### src/rtl/flag_c_update_sequencer.sv
// Carry-flag (F_C) update sequencer: buffers decoder ops in a small FIFO and issues each one as a
// single registered cycle of one-hot source select / write / exchange / restore controls.
module flag_c_update_sequencer #(
  parameter int unsigned FIFO_DEPTH = 2,
  parameter int unsigned OP_W       = 4,
  parameter int unsigned EX_GUARD   = 1
) (
  input  logic            Clk,
  input  logic            Reset,
  input  logic            cmd_valid,
  input  logic [OP_W-1:0] cmd_op,
  output logic            cmd_ready,
  output logic            PF_Write_C,
  output logic            PF_Select_C_bit17,
  output logic            notPF_Select_C_bit23,
  output logic            notPF_Select_C_bit26,
  output logic            notPF_Select_C_bit29,
  output logic            notPF_Select_C_bit32,
  output logic            notPF_Select_C_bit36,
  output logic            notPF_Select_C_bit37,
  output logic            notPF_Select_C_bit38,
  output logic            PF_Select_C_bit0,
  output logic            PR_Ex,
  output logic            notPR_Ex,
  output logic            PR_Write,
  output logic            busy,
  output logic            done,
  output logic            err_illegal
);

  localparam int unsigned PtrW = $clog2(FIFO_DEPTH);
  localparam int unsigned CntW = PtrW + 1;
  localparam logic [1:0]  GuardInit = 2'(EX_GUARD - 1);

  typedef enum logic [1:0] {StIdle, StIssue, StGuard} state_e;

  state_e            r_state, w_state_d;
  logic [1:0]        r_guard, w_guard_d;
  logic [OP_W-1:0]   r_mem [FIFO_DEPTH];
  logic [PtrW-1:0]   r_wptr, r_rptr;
  logic [CntW-1:0]   r_count;
  logic              r_ready;

  // r_sel one-hot index: 0=bit17 1=bit23 2=bit26 3=bit29 4=bit32 5=bit36 6=bit37 7=bit38
  logic [7:0]        r_sel;
  logic              r_write_c, r_sel_b0, r_pr_ex, r_pr_write, r_done, r_err;

  logic              w_push, w_pop, w_empty, w_full;
  logic [OP_W-1:0]   w_head;
  logic [7:0]        w_d_sel;
  logic              w_d_write, w_d_b0, w_d_ex, w_d_prw, w_d_done, w_d_err;

  assign w_empty   = (r_count == '0);
  assign w_full    = (r_count == CntW'(FIFO_DEPTH));
  assign cmd_ready = r_ready & ~w_full;
  assign w_push    = cmd_valid & cmd_ready;
  assign w_head    = r_mem[r_rptr];

  always_comb begin
    w_d_sel   = '0;
    w_d_write = 1'b0;
    w_d_b0    = 1'b0;
    w_d_ex    = 1'b0;
    w_d_prw   = 1'b0;
    w_d_done  = 1'b0;
    w_d_err   = 1'b0;
    if (w_head >= OP_W'(1) && w_head <= OP_W'(8)) begin
      w_d_write = 1'b1;
      w_d_sel   = 8'(1) << (w_head - OP_W'(1));
      w_d_done  = 1'b1;
    end else if (w_head == OP_W'(0)) begin
      w_d_done = 1'b1;
    end else if (w_head == OP_W'(9)) begin
      w_d_ex   = 1'b1;
      w_d_done = 1'b1;
    end else if (w_head == OP_W'(10)) begin
      w_d_b0   = 1'b1;
      w_d_prw  = 1'b1;
      w_d_done = 1'b1;
    end else begin
      w_d_err = 1'b1;
    end
  end

  always_comb begin
    w_state_d = r_state;
    w_guard_d = r_guard;
    w_pop     = 1'b0;
    unique case (r_state)
      StIdle: begin
        if (!w_empty) begin
          w_pop     = 1'b1;
          w_state_d = StIssue;
        end
      end
      StIssue: begin
        // r_pr_ex high means the op being issued right now is an exchange
        if (r_pr_ex && EX_GUARD != 0) begin
          w_state_d = StGuard;
          w_guard_d = GuardInit;
        end else if (!w_empty) begin
          w_pop = 1'b1;
        end else begin
          w_state_d = StIdle;
        end
      end
      StGuard: begin
        if (r_guard == 2'd0) begin
          if (!w_empty) begin
            w_pop     = 1'b1;
            w_state_d = StIssue;
          end else begin
            w_state_d = StIdle;
          end
        end else begin
          w_guard_d = r_guard - 2'd1;
        end
      end
      default: w_state_d = StIdle;
    endcase
  end

  always_ff @(posedge Clk) begin
    if (w_push) r_mem[r_wptr] <= cmd_op;
  end

  always_ff @(posedge Clk or posedge Reset) begin
    if (Reset) begin
      r_state    <= StIdle;
      r_guard    <= 2'd0;
      r_wptr     <= '0;
      r_rptr     <= '0;
      r_count    <= '0;
      r_ready    <= 1'b0;
      r_sel      <= '0;
      r_write_c  <= 1'b0;
      r_sel_b0   <= 1'b0;
      r_pr_ex    <= 1'b0;
      r_pr_write <= 1'b0;
      r_done     <= 1'b0;
      r_err      <= 1'b0;
    end else begin
      r_state    <= w_state_d;
      r_guard    <= w_guard_d;
      r_ready    <= 1'b1;
      if (w_push) r_wptr <= r_wptr + 1'b1;
      if (w_pop)  r_rptr <= r_rptr + 1'b1;
      case ({w_push, w_pop})
        2'b10:   r_count <= r_count + 1'b1;
        2'b01:   r_count <= r_count - 1'b1;
        default: r_count <= r_count;
      endcase
      r_sel      <= w_pop ? w_d_sel : '0;
      r_write_c  <= w_pop & w_d_write;
      r_sel_b0   <= w_pop & w_d_b0;
      r_pr_ex    <= w_pop & w_d_ex;
      r_pr_write <= w_pop & w_d_prw;
      r_done     <= w_pop & w_d_done;
      r_err      <= w_pop & w_d_err;
    end
  end

  assign PF_Write_C           = r_write_c;
  assign PF_Select_C_bit17    = r_sel[0];
  assign notPF_Select_C_bit23 = ~r_sel[1];
  assign notPF_Select_C_bit26 = ~r_sel[2];
  assign notPF_Select_C_bit29 = ~r_sel[3];
  assign notPF_Select_C_bit32 = ~r_sel[4];
  assign notPF_Select_C_bit36 = ~r_sel[5];
  assign notPF_Select_C_bit37 = ~r_sel[6];
  assign notPF_Select_C_bit38 = ~r_sel[7];
  assign PF_Select_C_bit0     = r_sel_b0;
  assign PR_Ex                = r_pr_ex;
  assign notPR_Ex             = ~r_pr_ex;
  assign PR_Write             = r_pr_write;
  assign done                 = r_done;
  assign err_illegal          = r_err;
  assign busy                 = ~w_empty | (r_state != StIdle);

endmodule

### config.mk
export PLATFORM = sky130hd
export DESIGN_NAME = flag_c_update_sequencer
export DESIGN_NICKNAME = d
export VERILOG_FILES = /design/src/rtl/flag_c_update_sequencer.sv
export SDC_FILE = /design/constraint.sdc
export NUM_CORES = 1
export LEC_CHECK = 0
export ABC_AREA = 0
export BUFFER_PORTS_ARGS = -buffer_cell sky130_fd_sc_hd__clkbuf_2
export CAP_MARGIN = 25
export CORE_UTILIZATION = 30
export CTS_CLUSTER_DIAMETER = 30
export DETAILED_ROUTE_END_ITERATION = 10
export GPL_TIMING_DRIVEN = 0
export SYNTH_ARGS = -nofsm -noshare
export SYNTH_HDL_FRONTEND = slang
export SYNTH_SLANG_ARGS = --single-unit
### constraint.sdc
create_clock -name Clk -period 3.5 [get_ports Clk]
set_input_delay 0.525 -clock Clk [delete_from_list [all_inputs] [get_ports Clk]]
set_output_delay 0.525 -clock Clk [all_outputs]
set_load 0.01 [all_outputs]
==> results.json, run 1 <==
{
  "status": "finished, final reports clean",
  "critical_path_peak_fanout": 5,
  "cp.required_ps": 2970,
  "synth_area_leaders": "sky130_fd_sc_hd__dfrtp_1 (41%), sky130_fd_sc_hd__edfxtp_1 (18%), sky130_fd_sc_hd__nor2_1 (5.1%), sky130_fd_sc_hd__inv_1 (4.5%), sky130_fd_sc_hd__xnor2_1 (3.3%)",
  "cts_max_level": 2,
  "synth_edf_count": 8,
  "cts_max_path_buffers": 2,
  "grt_overflow": 0,
  "timing.setup.tns_ps": 0,
  "final.setup_skew_ps": 2.04,
  "netlist.top_cell.by_area": "sky130_fd_sc_hd__dfrtp_1",
  "timing.max_slew.rel_slack_pct": 45.2,
  "critPathCaptureType": "output port",
  "detail_route.wl_per_cell_um": 11.6,
  "syn_nets": 125,
  "startpoint_type": "flop",
  "ys_warn_count": 0,
  "dr.pass1.iters": 4,
  "core-area_mm2": 0.00414,
  "worst-r2r-cell-count": 8,
  "synth.top_cell.area_share_pct": 41.2,
  "post-route-min-period_ps": 2050,
  "syn-instance-count": 116,
  "globalRouteTotalUtil_pct": 12.0,
  "cts_hold_buffers": 0,
  "place.detailed.hpwl_um": 1740,
  "fill_cells": 412,
  "initial_core_util_pct": 32.2,
  "cellLeakagePower_nw": 0.684,
  "routabilityCongestion": 0.756,
  "min_path_type": "input pin to async pin",
  "total_number_of_vias": 911,
  "ys_seq_area_share_pct": 59.2,
  "seqCellArea_um2": 791,
  "crit_arrival_ps": 1520,
  "footprint_of_the_multi_input_gates_um2": 450,
  "floorplan.die.height_um": 68.7,
  "cts_root_buffer": "sky130_fd_sc_hd__clkbuf_8",
  "post-cts-setup-buffers": 0,
  "largest_net_degree_at_the_start_of_global_routing": 23,
  "worst-setup-path-type": "flop to output port",
  "r2r-start": "r_guard[0]",
  "totalWireLength_um": 2290,
  "synth.cell_area_mm2": 0.00134,
  "ys.flop_type": "sky130_fd_sc_hd__dfrtp_1",
  "worstMarginPinSlew_ps": 821,
  "synth_cell_types": 37,
  "dieWidth_um": 68.7,
  "drc": 0,
  "power.total_mw": 1.16,
  "final-hold-violation-count": 0,
  "first_iter_violations": 17,
  "placementRows": 23,
  "stdcell_count": 197,
  "first_global_vias": 904,
  "drtAntennaViolNets": 0,
  "fmaxAchievable_mhz": 488,
  "n_antenna_cell": 0,
  "cts_inserted_buffers": 5,
  "placedCellCount": 189,
  "pins_over_slew_limit": 0,
  "clkTransAtPathRegs_ps": 60,
  "drv_cap": 0,
  "final_min_period_over_clock_period_pct": 58.6,
  "final-setup-viol-count": 0,
  "netlist_top_cells_count": "sky130_fd_sc_hd__dfrtp_1 (22), sky130_fd_sc_hd__nor2_1 (18), sky130_fd_sc_hd__inv_1 (16)",
  "via_per_inst": 4.62,
  "worstReg2RegEnd": "r_count[1]",
  "synth.ff_latch_count": 30,
  "num_io_pins": 24,
  "ctsResizeCount": 0,
  "grt_pass1_wl_um": 3950,
  "synth_most_common_cell": "sky130_fd_sc_hd__dfrtp_1",
  "postSynthAreaPerCell_um2": 11.5,
  "die_area_mm2": 0.00472,
  "clock_latency_ps": 270,
  "port-buffer-count": 23,
  "ys_async_sr_fraction_pct": 73.3,
  "cts_tree": "built",
  "r2r_slack_ps": 1690,
  "antenna_violations_before_repair": 0,
  "syn2layout_area_growth_pct": 19.3,
  "power_density_mw_per_mm2": 727,
  "layout.nets": 155,
  "vdd.ir_drop.worst_v": 0.000389,
  "rsz_0062_raised_after_global_routing": "false",
  "clkSinkCount": 30,
  "drive_above_1_share_pct": 26.5
}
[critical path, stage by stage (launching register included)]
cell and delay [ps]:
sky130_fd_sc_hd__dfrtp_1 430, sky130_fd_sc_hd__or2_2 360, sky130_fd_sc_hd__or3_1 320, sky130_fd_sc_hd__clkbuf_2 130
[layout by cell type (no fill, tap or decap), types with 3 or more instances in the layout]
master / n
sky130_fd_sc_hd__a21oi_1: 3
sky130_fd_sc_hd__and2_1: 3
sky130_fd_sc_hd__clkbuf_1: 3
sky130_fd_sc_hd__clkbuf_2: 23
sky130_fd_sc_hd__clkbuf_8: 5
sky130_fd_sc_hd__dfrtp_1: 22
sky130_fd_sc_hd__edfxtp_1: 8
sky130_fd_sc_hd__inv_1: 16
sky130_fd_sc_hd__nor2_1: 18
sky130_fd_sc_hd__nor3_1: 3
sky130_fd_sc_hd__o221ai_1: 3
sky130_fd_sc_hd__xnor2_1: 5
[power by group]
| part | total, mW | switching [mW] | internal [mW] | leakage (nW) |
|---|---|---|---|---|
| combinational | 0.412 | 0.218 | 0.194 | 0.285 |
| clock | 0.252 | 0.111 | 0.141 | 0.0395 |
| sequential | 0.493 | 0.0519 | 0.441 | 0.359 |
[final cells by class]
cell class	count	area share [%]
Tap cell	50	3.93
Sequential cell	30	49.6
Timing Repair Buffer	23	7.23
Clock buffer	8	5.03
Inverter	16	3.77
Buffer	3	2.12
Multi-Input combinational cell	67	28.3
[how the worst max path moves through the flow]
stage	start	to	slack, ps	depth (start not counted)
final	r_count[0]	busy	1450	3
after detailed placement	r_guard[0]	r_count[1]	1690	8
after CTS	r_count[0]	busy	1430	3
after global routing	r_count[0]	busy	1370	3
after floorplan	r_guard[0]	r_count[1]	1860	8
after global placement	r_count[0]	busy	1750	3
[logic make-up (layout without fill, tap and decap cells)]
| logic type | Yosys count | after routing | synth area share, % |
|---|---|---|---|
| other | 1 | 1 | 0.281 |
| and+or+nand+nor | 40 | 40 | 16.6 |
| xor gates and xnor gates | 5 | 5 | 3.28 |
| muxes | 2 | 2 | 1.50 |
| adders and majority gates | 2 | 2 | 1.87 |
| buffers and inverters | 19 | 50 | 7.03 |
| AOI/OAI and AO/OA | 17 | 17 | 10.2 |
| DFF | 30 | 30 | 59.2 |
[state kept, by name, summed over array words and instances, names as in the netlist, 2 cells and up]
register and flops:
r_state 2, r_sel 8, r_guard 2, r_mem 8, r_count 2
[through the flow]
stage	setup slack, ps	util [%]	area [µm²]	hold WS (ps)
final	1450	38.4	1590	390
after global routing	1370	38.4	1590	428
after CTS	1430	38.4	1590	426
after detailed placement	1690	36.5	1510	481
after global placement	1750	36.5	1510	478
after floorplan	1860	-	1340	460
[per-layer routing]
metal | GRT usage, % | vias to the layer above | wire [µm]
met5 | 0 | - | 0
met4 | 5.87 | 0 | 39
met3 | 4.93 | 4 | 116
met2 | 18.9 | 21 | 1140
met1 | 14.1 | 436 | 997
li1 | - | 450 | -
Power figures use the tool's default switching activity.
==> inputs of run 2 (changes only) <==
==> constraint.sdc (replaced) <==
create_clock -name Clk -period 1.8 [get_ports Clk]
set_input_delay 0.27 -clock Clk [delete_from_list [all_inputs] [get_ports Clk]]
set_output_delay 0.27 -clock Clk [all_outputs]
set_load 0.01 [all_outputs]
==> run 2 against run 1 <==
  * Flip-flop and latch count unchanged
  * Setup slack got worse by 1400 ps
  * Total power grew 98%
  * Cell area is 1.6% higher
  * Critical path type unchanged
  * Critical endpoint unchanged
==> results.json, run 2 (synthesized netlist as in run 1, its figures left out) <==
{
  "critPathCaptureType": "output port",
  "cts_hold_buffers": 0,
  "final_min_period_over_clock_period_pct": 95.5,
  "startpoint_type": "flop",
  "final-hold-violation-count": 0,
  "reg_top3": "r_mem x8, r_sel x8",
  "total_number_of_vias": 922,
  "drive_above_1_share_pct": 28.2,
  "die_area_mm2": 0.00472,
  "drtAntennaViolNets": 0,
  "routabilityCongestion": 0.756,
  "cts_inserted_buffers": 5,
  "cts_max_path_buffers": 2,
  "dpl-instance-area_mm2": 0.00151,
  "crit_arrival_ps": 1450,
  "antenna_violations_before_repair": 0,
  "syn2layout_area_growth_pct": 21.2,
  "clock_latency_ps": 270,
  "port-buffer-count": 23,
  "mostFrequentLayoutCell": "sky130_fd_sc_hd__clkbuf_2",
  "dr.pass1.iters": 4,
  "footprint_of_the_multi_input_gates_um2": 460,
  "grt_overflow": 0,
  "initial_core_util_pct": 32.2,
  "drc": 0,
  "cts_max_level": 2,
  "status": "finished, final reports clean",
  "dieWidth_um": 68.7,
  "core-area_mm2": 0.00414,
  "grt_pass1_wl_um": 3960,
  "placement.setup.worst_slack_ps": -11.9,
  "seqCellArea_um2": 791,
  "rsz_0062_raised_after_global_routing": "false",
  "cts_root_buffer": "sky130_fd_sc_hd__clkbuf_8",
  "worstMarginPinSlew_ps": 825,
  "final-setup-viol-count": 0,
  "num_io_pins": 24,
  "fill_cells": 416,
  "whs_ps": 138,
  "cellLeakagePower_nw": 0.701,
  "n_antenna_cell": 0,
  "floorplan.die.height_um": 68.7,
  "largest_net_degree_at_the_start_of_global_routing": 23,
  "clkTransAtPathRegs_ps": 60,
  "placementRows": 23,
  "totalWireLength_um": 2340,
  "clkSinkCount": 30,
  "power_density_mw_per_mm2": 1420,
  "final_area_mm2": 0.00162,
  "globalRouteTotalUtil_pct": 12.0,
  "critical_path_peak_fanout": 5,
  "vdd.ir_drop.worst_v": 0.000797,
  "cp.required_ps": 1530,
  "min_path_type": "input pin to async pin",
  "timing.max_slew.rel_slack_pct": 44.9,
  "post-route-min-period_ps": 1720,
  "r2r_slack_ps": 160,
  "cts_tree": "built",
  "fmaxAchievable_mhz": 582,
  "final.setup_skew_ps": 0.933,
  "via_per_inst": 4.63,
  "detail_route.wl_per_cell_um": 11.7,
  "setup_slack_ps": 80.4,
  "first_global_vias": 908,
  "first_iter_violations": 23,
  "pins_over_slew_limit": 0,
  "layout_common_cells": "sky130_fd_sc_hd__clkbuf_2 (23), sky130_fd_sc_hd__dfrtp_1 (22), sky130_fd_sc_hd__nor2_1 (18), sky130_fd_sc_hd__inv_1 (16), sky130_fd_sc_hd__edfxtp_1 (8)",
  "layout.nets": 157,
  "drv_cap": 0,
  "worst-setup-path-type": "flop to output port",
  "place.detailed.hpwl_um": 1740
}
[run 2: changes by cell type in the layout (fill, tap and decap cells not counted)]
cell | previous run | this run
sky130_fd_sc_hd__or2_2 | 1 | 0
sky130_fd_sc_hd__nor2b_2 | 1 | 0
sky130_fd_sc_hd__ha_2 | 0 | 1
sky130_fd_sc_hd__or2_4 | 0 | 1
sky130_fd_sc_hd__nor2b_4 | 0 | 1
sky130_fd_sc_hd__buf_4 | 1 | 3
sky130_fd_sc_hd__ha_1 | 2 | 1
[run 2: area by class of cell]
type / count / area share [%]
plain buffers: 3 / 2.09
clock buffers: 8 / 4.95
inverters: 16 / 3.71
multi-input cells: 67 / 28.5
flip-flops and latches: 30 / 48.9
well taps: 50 / 3.87
repair buffers: 25 / 8.04
[run 2: final timing paths]
| check | cells after the start | from | endpoint |
|---|---|---|---|
| setup / recovery | 3 | r_count[0] | busy |
| hold / removal | 2 | Reset | done |
| setup reg to reg | 9 | r_guard[1] | r_count[1] |
| hold reg to reg | 1 | r_wptr | r_wptr |
| max in group asynchronous | 2 | Reset | r_sel[7] |
| min in group Clk | 1 | cmd_op[2] | r_mem[0][2] |
[run 2: repair_timing]
| action | CTS | global route |
|---|---|---|
| buffers inserted | 1 | 1 |
| resized for setup | 1 | 2 |
| pin swaps | 1 | 1 |
| endpoints found under the hold margin | 0 | 0 |
| setup endpoints to repair | 2 | 1 |
[run 2: stage by stage]
step	power, mW	TNS, ps	cells	util (%)
after CTS	2.32	0	198	38.7
after floorplan	1.58	0	116	-
after global placement	1.76	0	189	36.5
after global routing	2.47	0	199	39.0
after detailed placement	1.78	-11.9	189	36.5
final	2.29	0	199	39.0
[run 2: routing by layer]
metal | share of wire [%] | vias up | track usage [%] | wire length, µm
met4 | 1.7 | 0 | 5.87 | 39
met2 | 50 | 23 | 18.9 | 1170
met3 | 5.2 | 4 | 4.93 | 122
li1 | - | 453 | - | -
met5 | 0 | - | 0 | 0
met1 | 43 | 442 | 14.2 | 1010
[run 2: critical path, cell delays in order, from the launching register on]
cell and delay (ps):
sky130_fd_sc_hd__dfrtp_1 440, sky130_fd_sc_hd__or2_4 290, sky130_fd_sc_hd__or3_1 310, sky130_fd_sc_hd__clkbuf_2 140
[run 2: power breakdown]
| part | total (mW) | switching, mW | internal (mW) |
|---|---|---|---|
| logic | 0.839 | 0.429 | 0.410 |
| registers | 0.966 | 0.107 | 0.859 |
| clock network | 0.488 | 0.214 | 0.273 |
| total | 2.29 | 0.751 | 1.54 |
